## src/rtl/eth_pkg.sv

```systemverilog
// Shared CRC32 helpers and FSM encodings for the Ethernet receive path.
// The CRC register is kept in non-reflected form; bytes are bit-reversed on entry.
package eth_pkg;

  localparam logic [31:0] CRC32_INIT    = 32'hFFFF_FFFF;
  localparam logic [31:0] CRC32_RESIDUE = 32'hC704_DD7B;
  localparam logic [31:0] CRC32_POLY    = 32'h04C1_1DB7;

  localparam logic [1:0] ST_IDLE   = 2'd0;
  localparam logic [1:0] ST_FILL   = 2'd1;
  localparam logic [1:0] ST_STREAM = 2'd2;

  function automatic logic [7:0] bitrev8(input logic [7:0] d);
    logic [7:0] r;
    r = 8'h00;
    for (int i = 0; i < 8; i++) r[i] = d[7-i];
    return r;
  endfunction

  function automatic logic [31:0] bitrev32(input logic [31:0] d);
    logic [31:0] r;
    r = 32'h0000_0000;
    for (int i = 0; i < 32; i++) r[i] = d[31-i];
    return r;
  endfunction

  // MSB-first update; d[7] is the first bit on the wire once bitrev8 is applied.
  function automatic logic [31:0] crc32_byte(input logic [31:0] crc, input logic [7:0] d);
    logic [31:0] c;
    c = crc;
    for (int i = 7; i >= 0; i--) begin
      if (c[31] ^ d[i]) c = {c[30:0], 1'b0} ^ CRC32_POLY;
      else              c = {c[30:0], 1'b0};
    end
    return c;
  endfunction

endpackage

```

## src/rtl/eth_fcs_delay4.sv

```systemverilog
// Four-byte delay line that holds back the trailing FCS until the frame ends.
module eth_fcs_delay4 (
  input  logic       clk,
  input  logic       rst,
  input  logic       shift_i,
  input  logic       flush_i,
  input  logic [7:0] data_i,
  output logic [7:0] data_o,
  output logic [2:0] count_o
);

  logic [3:0][7:0] mem_q;
  logic [2:0]      count_q;

  // Shift new bytes in at index 0; flush only empties the occupancy count.
  always_ff @(posedge clk) begin
    if (rst) begin
      mem_q   <= 32'h0000_0000;
      count_q <= 3'd0;
    end else if (flush_i) begin
      count_q <= 3'd0;
    end else if (shift_i) begin
      mem_q <= {mem_q[2:0], data_i};
      if (count_q != 3'd4) count_q <= count_q + 3'd1;
    end
  end

  assign data_o  = mem_q[3];
  assign count_o = count_q;

endmodule

```

## src/rtl/eth_rx_fcs_check.sv

```systemverilog
// Receive FCS checker: recomputes CRC32 over each frame, strips the 4 FCS bytes
// and reports CRC, length and PHY-error status once per frame.
module eth_rx_fcs_check
  import eth_pkg::*;
#(
  parameter int MIN_LEN = 64,
  parameter int MAX_LEN = 1518,
  parameter int LEN_W   = 16
) (
  input  logic             clk,
  input  logic             rst,
  input  logic [7:0]       in_data,
  input  logic             in_valid,
  input  logic             in_last,
  input  logic             in_err,
  output logic [7:0]       out_data,
  output logic             out_valid,
  output logic             out_last,
  output logic             stat_valid,
  output logic             stat_crc_ok,
  output logic             stat_runt,
  output logic             stat_oversize,
  output logic             stat_phy_err,
  output logic [LEN_W-1:0] stat_len
);

  localparam logic [LEN_W-1:0] MIN_C = LEN_W'(MIN_LEN);
  localparam logic [LEN_W-1:0] MAX_C = LEN_W'(MAX_LEN);
  localparam logic [LEN_W-1:0] SAT_C = {LEN_W{1'b1}};
  localparam logic [LEN_W-1:0] ONE_C = {{(LEN_W-1){1'b0}}, 1'b1};
  localparam logic [LEN_W-1:0] ZERO_C = {LEN_W{1'b0}};

  logic [1:0]       state_q, state_d;
  logic [31:0]      crc_q, crc_d;
  logic [LEN_W-1:0] len_q, len_d;
  logic             phy_err_q, phy_err_d;

  logic [31:0]      crc_upd_s;
  logic [LEN_W-1:0] len_inc_s;
  logic             err_acc_s, emit_s, eof_s;
  logic [7:0]       dly_data_s;
  logic [2:0]       dly_count_s;

  logic [7:0]       out_data_q;
  logic             out_valid_q, out_last_q;
  logic             stat_valid_q, stat_crc_ok_q, stat_runt_q, stat_oversize_q, stat_phy_err_q;
  logic [LEN_W-1:0] stat_len_q;

  eth_fcs_delay4 u_delay (
    .clk     (clk),
    .rst     (rst),
    .shift_i (in_valid & ~in_last),
    .flush_i (eof_s),
    .data_i  (in_data),
    .data_o  (dly_data_s),
    .count_o (dly_count_s)
  );

  // Per-byte datapath terms shared by next-state and status logic.
  always_comb begin
    crc_upd_s = crc32_byte(crc_q, bitrev8(in_data));
    len_inc_s = (len_q == SAT_C) ? len_q : len_q + ONE_C;
    err_acc_s = ((state_q == ST_IDLE) ? 1'b0 : phy_err_q) | in_err;
    emit_s    = in_valid & (state_q == ST_STREAM);
    eof_s     = in_valid & in_last;
  end

  // Frame FSM, CRC register, byte counter and sticky PHY error.
  always_comb begin
    state_d   = state_q;
    crc_d     = crc_q;
    len_d     = len_q;
    phy_err_d = phy_err_q;
    if (eof_s) begin
      state_d   = ST_IDLE;
      crc_d     = CRC32_INIT;
      len_d     = ZERO_C;
      phy_err_d = 1'b0;
    end else if (in_valid) begin
      crc_d     = crc_upd_s;
      len_d     = len_inc_s;
      phy_err_d = err_acc_s;
      case (state_q)
        ST_IDLE:   state_d = ST_FILL;
        ST_FILL:   state_d = (dly_count_s == 3'd3) ? ST_STREAM : ST_FILL;
        ST_STREAM: state_d = ST_STREAM;
        default:   state_d = ST_IDLE;
      endcase
    end else begin
      state_d = state_q;
    end
  end

  // State registers.
  always_ff @(posedge clk) begin
    if (rst) begin
      state_q   <= ST_IDLE;
      crc_q     <= CRC32_INIT;
      len_q     <= ZERO_C;
      phy_err_q <= 1'b0;
    end else begin
      state_q   <= state_d;
      crc_q     <= crc_d;
      len_q     <= len_d;
      phy_err_q <= phy_err_d;
    end
  end

  // Registered payload and status outputs.
  always_ff @(posedge clk) begin
    if (rst) begin
      out_data_q      <= 8'h00;
      out_valid_q     <= 1'b0;
      out_last_q      <= 1'b0;
      stat_valid_q    <= 1'b0;
      stat_crc_ok_q   <= 1'b0;
      stat_runt_q     <= 1'b0;
      stat_oversize_q <= 1'b0;
      stat_phy_err_q  <= 1'b0;
      stat_len_q      <= ZERO_C;
    end else begin
      out_valid_q     <= emit_s;
      out_last_q      <= emit_s & in_last;
      out_data_q      <= emit_s ? dly_data_s : out_data_q;
      stat_valid_q    <= eof_s;
      stat_crc_ok_q   <= eof_s & (crc_upd_s == CRC32_RESIDUE);
      stat_runt_q     <= eof_s & (len_inc_s < MIN_C);
      stat_oversize_q <= eof_s & (len_inc_s > MAX_C);
      stat_phy_err_q  <= eof_s & err_acc_s;
      stat_len_q      <= eof_s ? len_inc_s : ZERO_C;
    end
  end

  assign out_data      = out_data_q;
  assign out_valid     = out_valid_q;
  assign out_last      = out_last_q;
  assign stat_valid    = stat_valid_q;
  assign stat_crc_ok   = stat_crc_ok_q;
  assign stat_runt     = stat_runt_q;
  assign stat_oversize = stat_oversize_q;
  assign stat_phy_err  = stat_phy_err_q;
  assign stat_len      = stat_len_q;

endmodule

```

## config.mk

```make
export PLATFORM = sky130hd
export DESIGN_NAME = eth_rx_fcs_check
export DESIGN_NICKNAME = d
export VERILOG_FILES = /design/src/rtl/eth_pkg.sv /design/src/rtl/eth_fcs_delay4.sv /design/src/rtl/eth_rx_fcs_check.sv
export SDC_FILE = /design/constraint.sdc
export NUM_CORES = 1
export LEC_CHECK = 0
export BUFFER_PORTS_ARGS = -buffer_cell sky130_fd_sc_hd__clkbuf_2
export CAP_MARGIN = 20
export CELL_PAD_IN_SITES_DETAIL_PLACEMENT = 0
export CELL_PAD_IN_SITES_GLOBAL_PLACEMENT = 1
export CORE_MARGIN = 4
export CORE_UTILIZATION = 39
export CTS_BUF_LIST = sky130_fd_sc_hd__clkbuf_8
export CTS_CLUSTER_DIAMETER = 120
export DETAILED_ROUTE_END_ITERATION = 6
export PLACE_DENSITY = 0.81
export SLEW_MARGIN = 20
export SYNTH_ARGS = -nofsm -noshare
export SYNTH_HDL_FRONTEND = slang
export SYNTH_HIERARCHICAL = 1
export SYNTH_SLANG_ARGS = --single-unit
```

## constraint.sdc

```tcl
create_clock -name clk -period 6.33 [get_ports clk]
set_input_delay 0.3165 -clock clk [delete_from_list [all_inputs] [get_ports clk]]
set_output_delay 0.3165 -clock clk [all_outputs]
set_load 0.05 [all_outputs]
```

==> results.toml <==
[route]
vias = 4582
avgViaCountPerCell = 5.12
wl_per_cell_um = 14.1
routed_wl_um = 12600
dr.pass1.iters = 4
first_iter_violations = 338
ant_nets = 0
drcViolationCount = 0

[synth]
synth_edf_count = 0
netlist_area_mm2 = 0.00591
async_flop_share_pct = 0
syn-instance-count = 685
synthTopCellsByArea = "dfxtp_1 40%, nand2_1 8.1%, xnor2_1 7.3%, xnor3_1 4.6%, a21oi_1 4.4%"
yosysWarningCount = 6
synth_top_area_cell = "dfxtp_1"
synth.avg_cell_area_um2 = 8.62
yosysSeqAreaShare_pct = 39.7
synth.top_cell.area_share_pct = 39.7
ys_seq_elements = 117
synth_common_cells = "128 x nand2_1, 117 x dfxtp_1, 63 x nor2_1"
syn_nets = 702
synth-main-ff-cell = "dfxtp_1"
synth_cell_types = 61
post-synth-top-count-cell = "nand2_1"

[timing]
holdWs_ns = 0.118
rsz0062_at_grt = "false"
fmax_mhz = 308
post-route-min-period_ns = 3.25
fin_worst_skew_ns = 0.0110
fin_crit_sh_pct = 51.4
final_max_slew_viol_count = 0
finalSetupTns_ns = 0
setup_viol = 0
hold_viol = 0
max_slew_margin_pct = 36.7
worst_pin_slew_ns = 0.948

[floorplan]
fp-row-count = 44
dieWidth_um = 131
core_mm2 = 0.0147
ios = 44
start_util_pct = 40.2
dieArea_mm2 = 0.0172
dieHeight_um = 131

[cts]
ctsHoldBuffers = 0
insertion_delay_ns = 0.44
cts-root-buf = "clkbuf_8"
cts_max_level = 4
cts.clk_slew.worst_paths_ns = 0.07
numCtsBuffers = 17
cts_max_path_buffers = 2
cts_tree = "yes"
cts_resized = 0
cts_sinks = 117
post-cts-setup-buffers = 0

[layout]
n_antenna_cell = 0
drive_gt1_share_pct = 13.5
area_growth_pct = 9.70
finish.net_count = 717
nFillCells = 1475
utilization_pct = 44.1

[critical_path]
critPathMaxStageDelay_ns = 0.68
endpoint_kind = "flop"
worstRegToRegCells = 9
cp_slowest_cell = "a2111oi_0"
cp-start-kind = "flop"
r2r-end = "stat_crc_ok"
crit_chain = "xnor2_2 -> xor2_1 -> inv_1 -> ha_1 -> nand4b_1 -> nor4b_1 -> o221ai_1 -> a2111oi_0 -> o2111a_1"
regToRegStartpoint = "crc_q[30]"
cp.arrival_ns = 3.63
rrSetupSlack_ns = 3.08
worst-endpoint-required_ns = 6.71
path_max_fanout = 7
crit_type = "reg -> reg"

[min_path]
hp-start = "in_err"
holdPathEnd = "stat_phy_err"
holdPathStages = 3
hold_class = "in -> reg"

[grt]
overflow = 0
grt_start_max_net_pins = 64
antenna_found_initial = 0
grt_pass1_vias = 4189
grt_use_total_pct = 15.5
grt_pass1_wl_um = 21000

[place]
place_congestion = 0.856
dpl.hpwl_um = 8800
io_buffer_count = 43

[pwr]
power_w = 0.00224
power.density_mw_per_mm2 = 346
p_leak_nw = 2.62
irDropWorstVdd_v = 0.000179

[flow_run]
maxCapViolCount = 0

[status]
status = "finished, final reports clean"
-- power breakdown --
part	switching [W]	internal, W	leakage [nW]
combinational	0.000413	0.000374	1.48
clock	0.000292	0.000320	0.184
sequential	0.0000504	0.000789	0.951
total	0.000756	0.00148	2.62
-- registers in the layout (all words and copies together) (netlist names) --
| name | flops |
|---|---|
| stat_oversize | 1 |
| len_q | 16 |
| stat_len | 16 |
| stat_runt | 1 |
| phy_err_q | 1 |
| state_q | 2 |
| u_delay/count_o | 3 |
| u_delay/mem_q | 24 |
| stat_valid | 1 |
| out_data | 8 |
| stat_phy_err | 1 |
| out_last | 1 |
| out_valid | 1 |
| crc_q | 32 |
| stat_crc_ok | 1 |
| u_delay/data_o | 8 |
-- worst max-delay path: cells and delay by family (launching register included) --
kind | cells | cell delay (ns)
compound gates | 3 | 1.16
xor+xnor | 2 | 0.80
fa+ha+maj | 1 | 0.21
buf+inv | 1 | 0.26
flops | 1 | 0.33
simple gates | 2 | 0.43
-- area by class of cell --
type                    instances  area [um2]  area share, %
clock buffers                  19         262           4.04
clock inverters                11        87.6           1.35
inverters                      11        41.3          0.637
multi-input cells             505        3260           50.4
flip-flops and latches        117        2340           36.1
well taps                     184         230           3.55
repair buffers                 48         253           3.90
-- worst max-delay path by stage --
stage	end	from	depth (start not counted)	slack, ns
6_report	stat_crc_ok	crc_q[30]	9	3.08
5_1_grt	stat_crc_ok	crc_q[30]	9	2.92
4_1_cts	stat_crc_ok	crc_q[30]	9	3.11
3_5_place_dp	stat_crc_ok	in_data[1]	10	3.04
3_3_place_gp	stat_crc_ok	in_data[4]	7	2.92
2_1_floorplan	stat_crc_ok	crc_q[31]	6	3.91
-- through the flow --
| step | std cells | setup WS, ns | area (um2) |
|---|---|---|---|
| after floorplan | 685 | 3.91 | 5910 |
| after global placement | 865 | 2.92 | 6120 |
| after detailed placement | 865 | 3.04 | 6130 |
| after CTS | 895 | 3.11 | 6470 |
| after global routing | 895 | 2.92 | 6480 |
| final | 895 | 3.08 | 6480 |
-- routing by layer --
layer | up-vias | share of wire (%) | track usage [%]
met3 | 15 | 3.9 | 3.57
met2 | 97 | 45 | 23.4
met4 | 0 | 1.6 | 6.17
met5 | - | 0 | 0
met1 | 2152 | 49 | 21.4
li1 | 2318 | - | -
-- logic make-up (layout without fill, tap and decap cells) --
group,after synthesis,count (layout),synth area share [%]
XOR/XNOR,96,96,18.4
AND/OR/NAND/NOR,266,266,20.1
flip-flops,117,117,39.7
buffers and inverters,63,89,5.38
AO/OA/AOI/OAI,119,119,12.2
adder cells (fa/ha/maj),4,4,0.847
multiplexers,20,20,3.39
-- layout by cell type (no fill, tap or decap), types with 11 or more instances in the layout --
| cell | count |
|---|---|
| mux2i_1 | 20 |
| o21ai_0 | 31 |
| nor2_1 | 62 |
| dfxtp_1 | 117 |
| nand3_1 | 16 |
| xnor3_1 | 12 |
| xor2_1 | 27 |
| inv_1 | 11 |
| xnor2_1 | 48 |
| nand2_1 | 128 |
| a21oi_1 | 52 |
| clkbuf_2 | 43 |
| clkbuf_8 | 19 |
| nor3_1 | 14 |
Note: power is estimated with default switching activity, not from simulation.
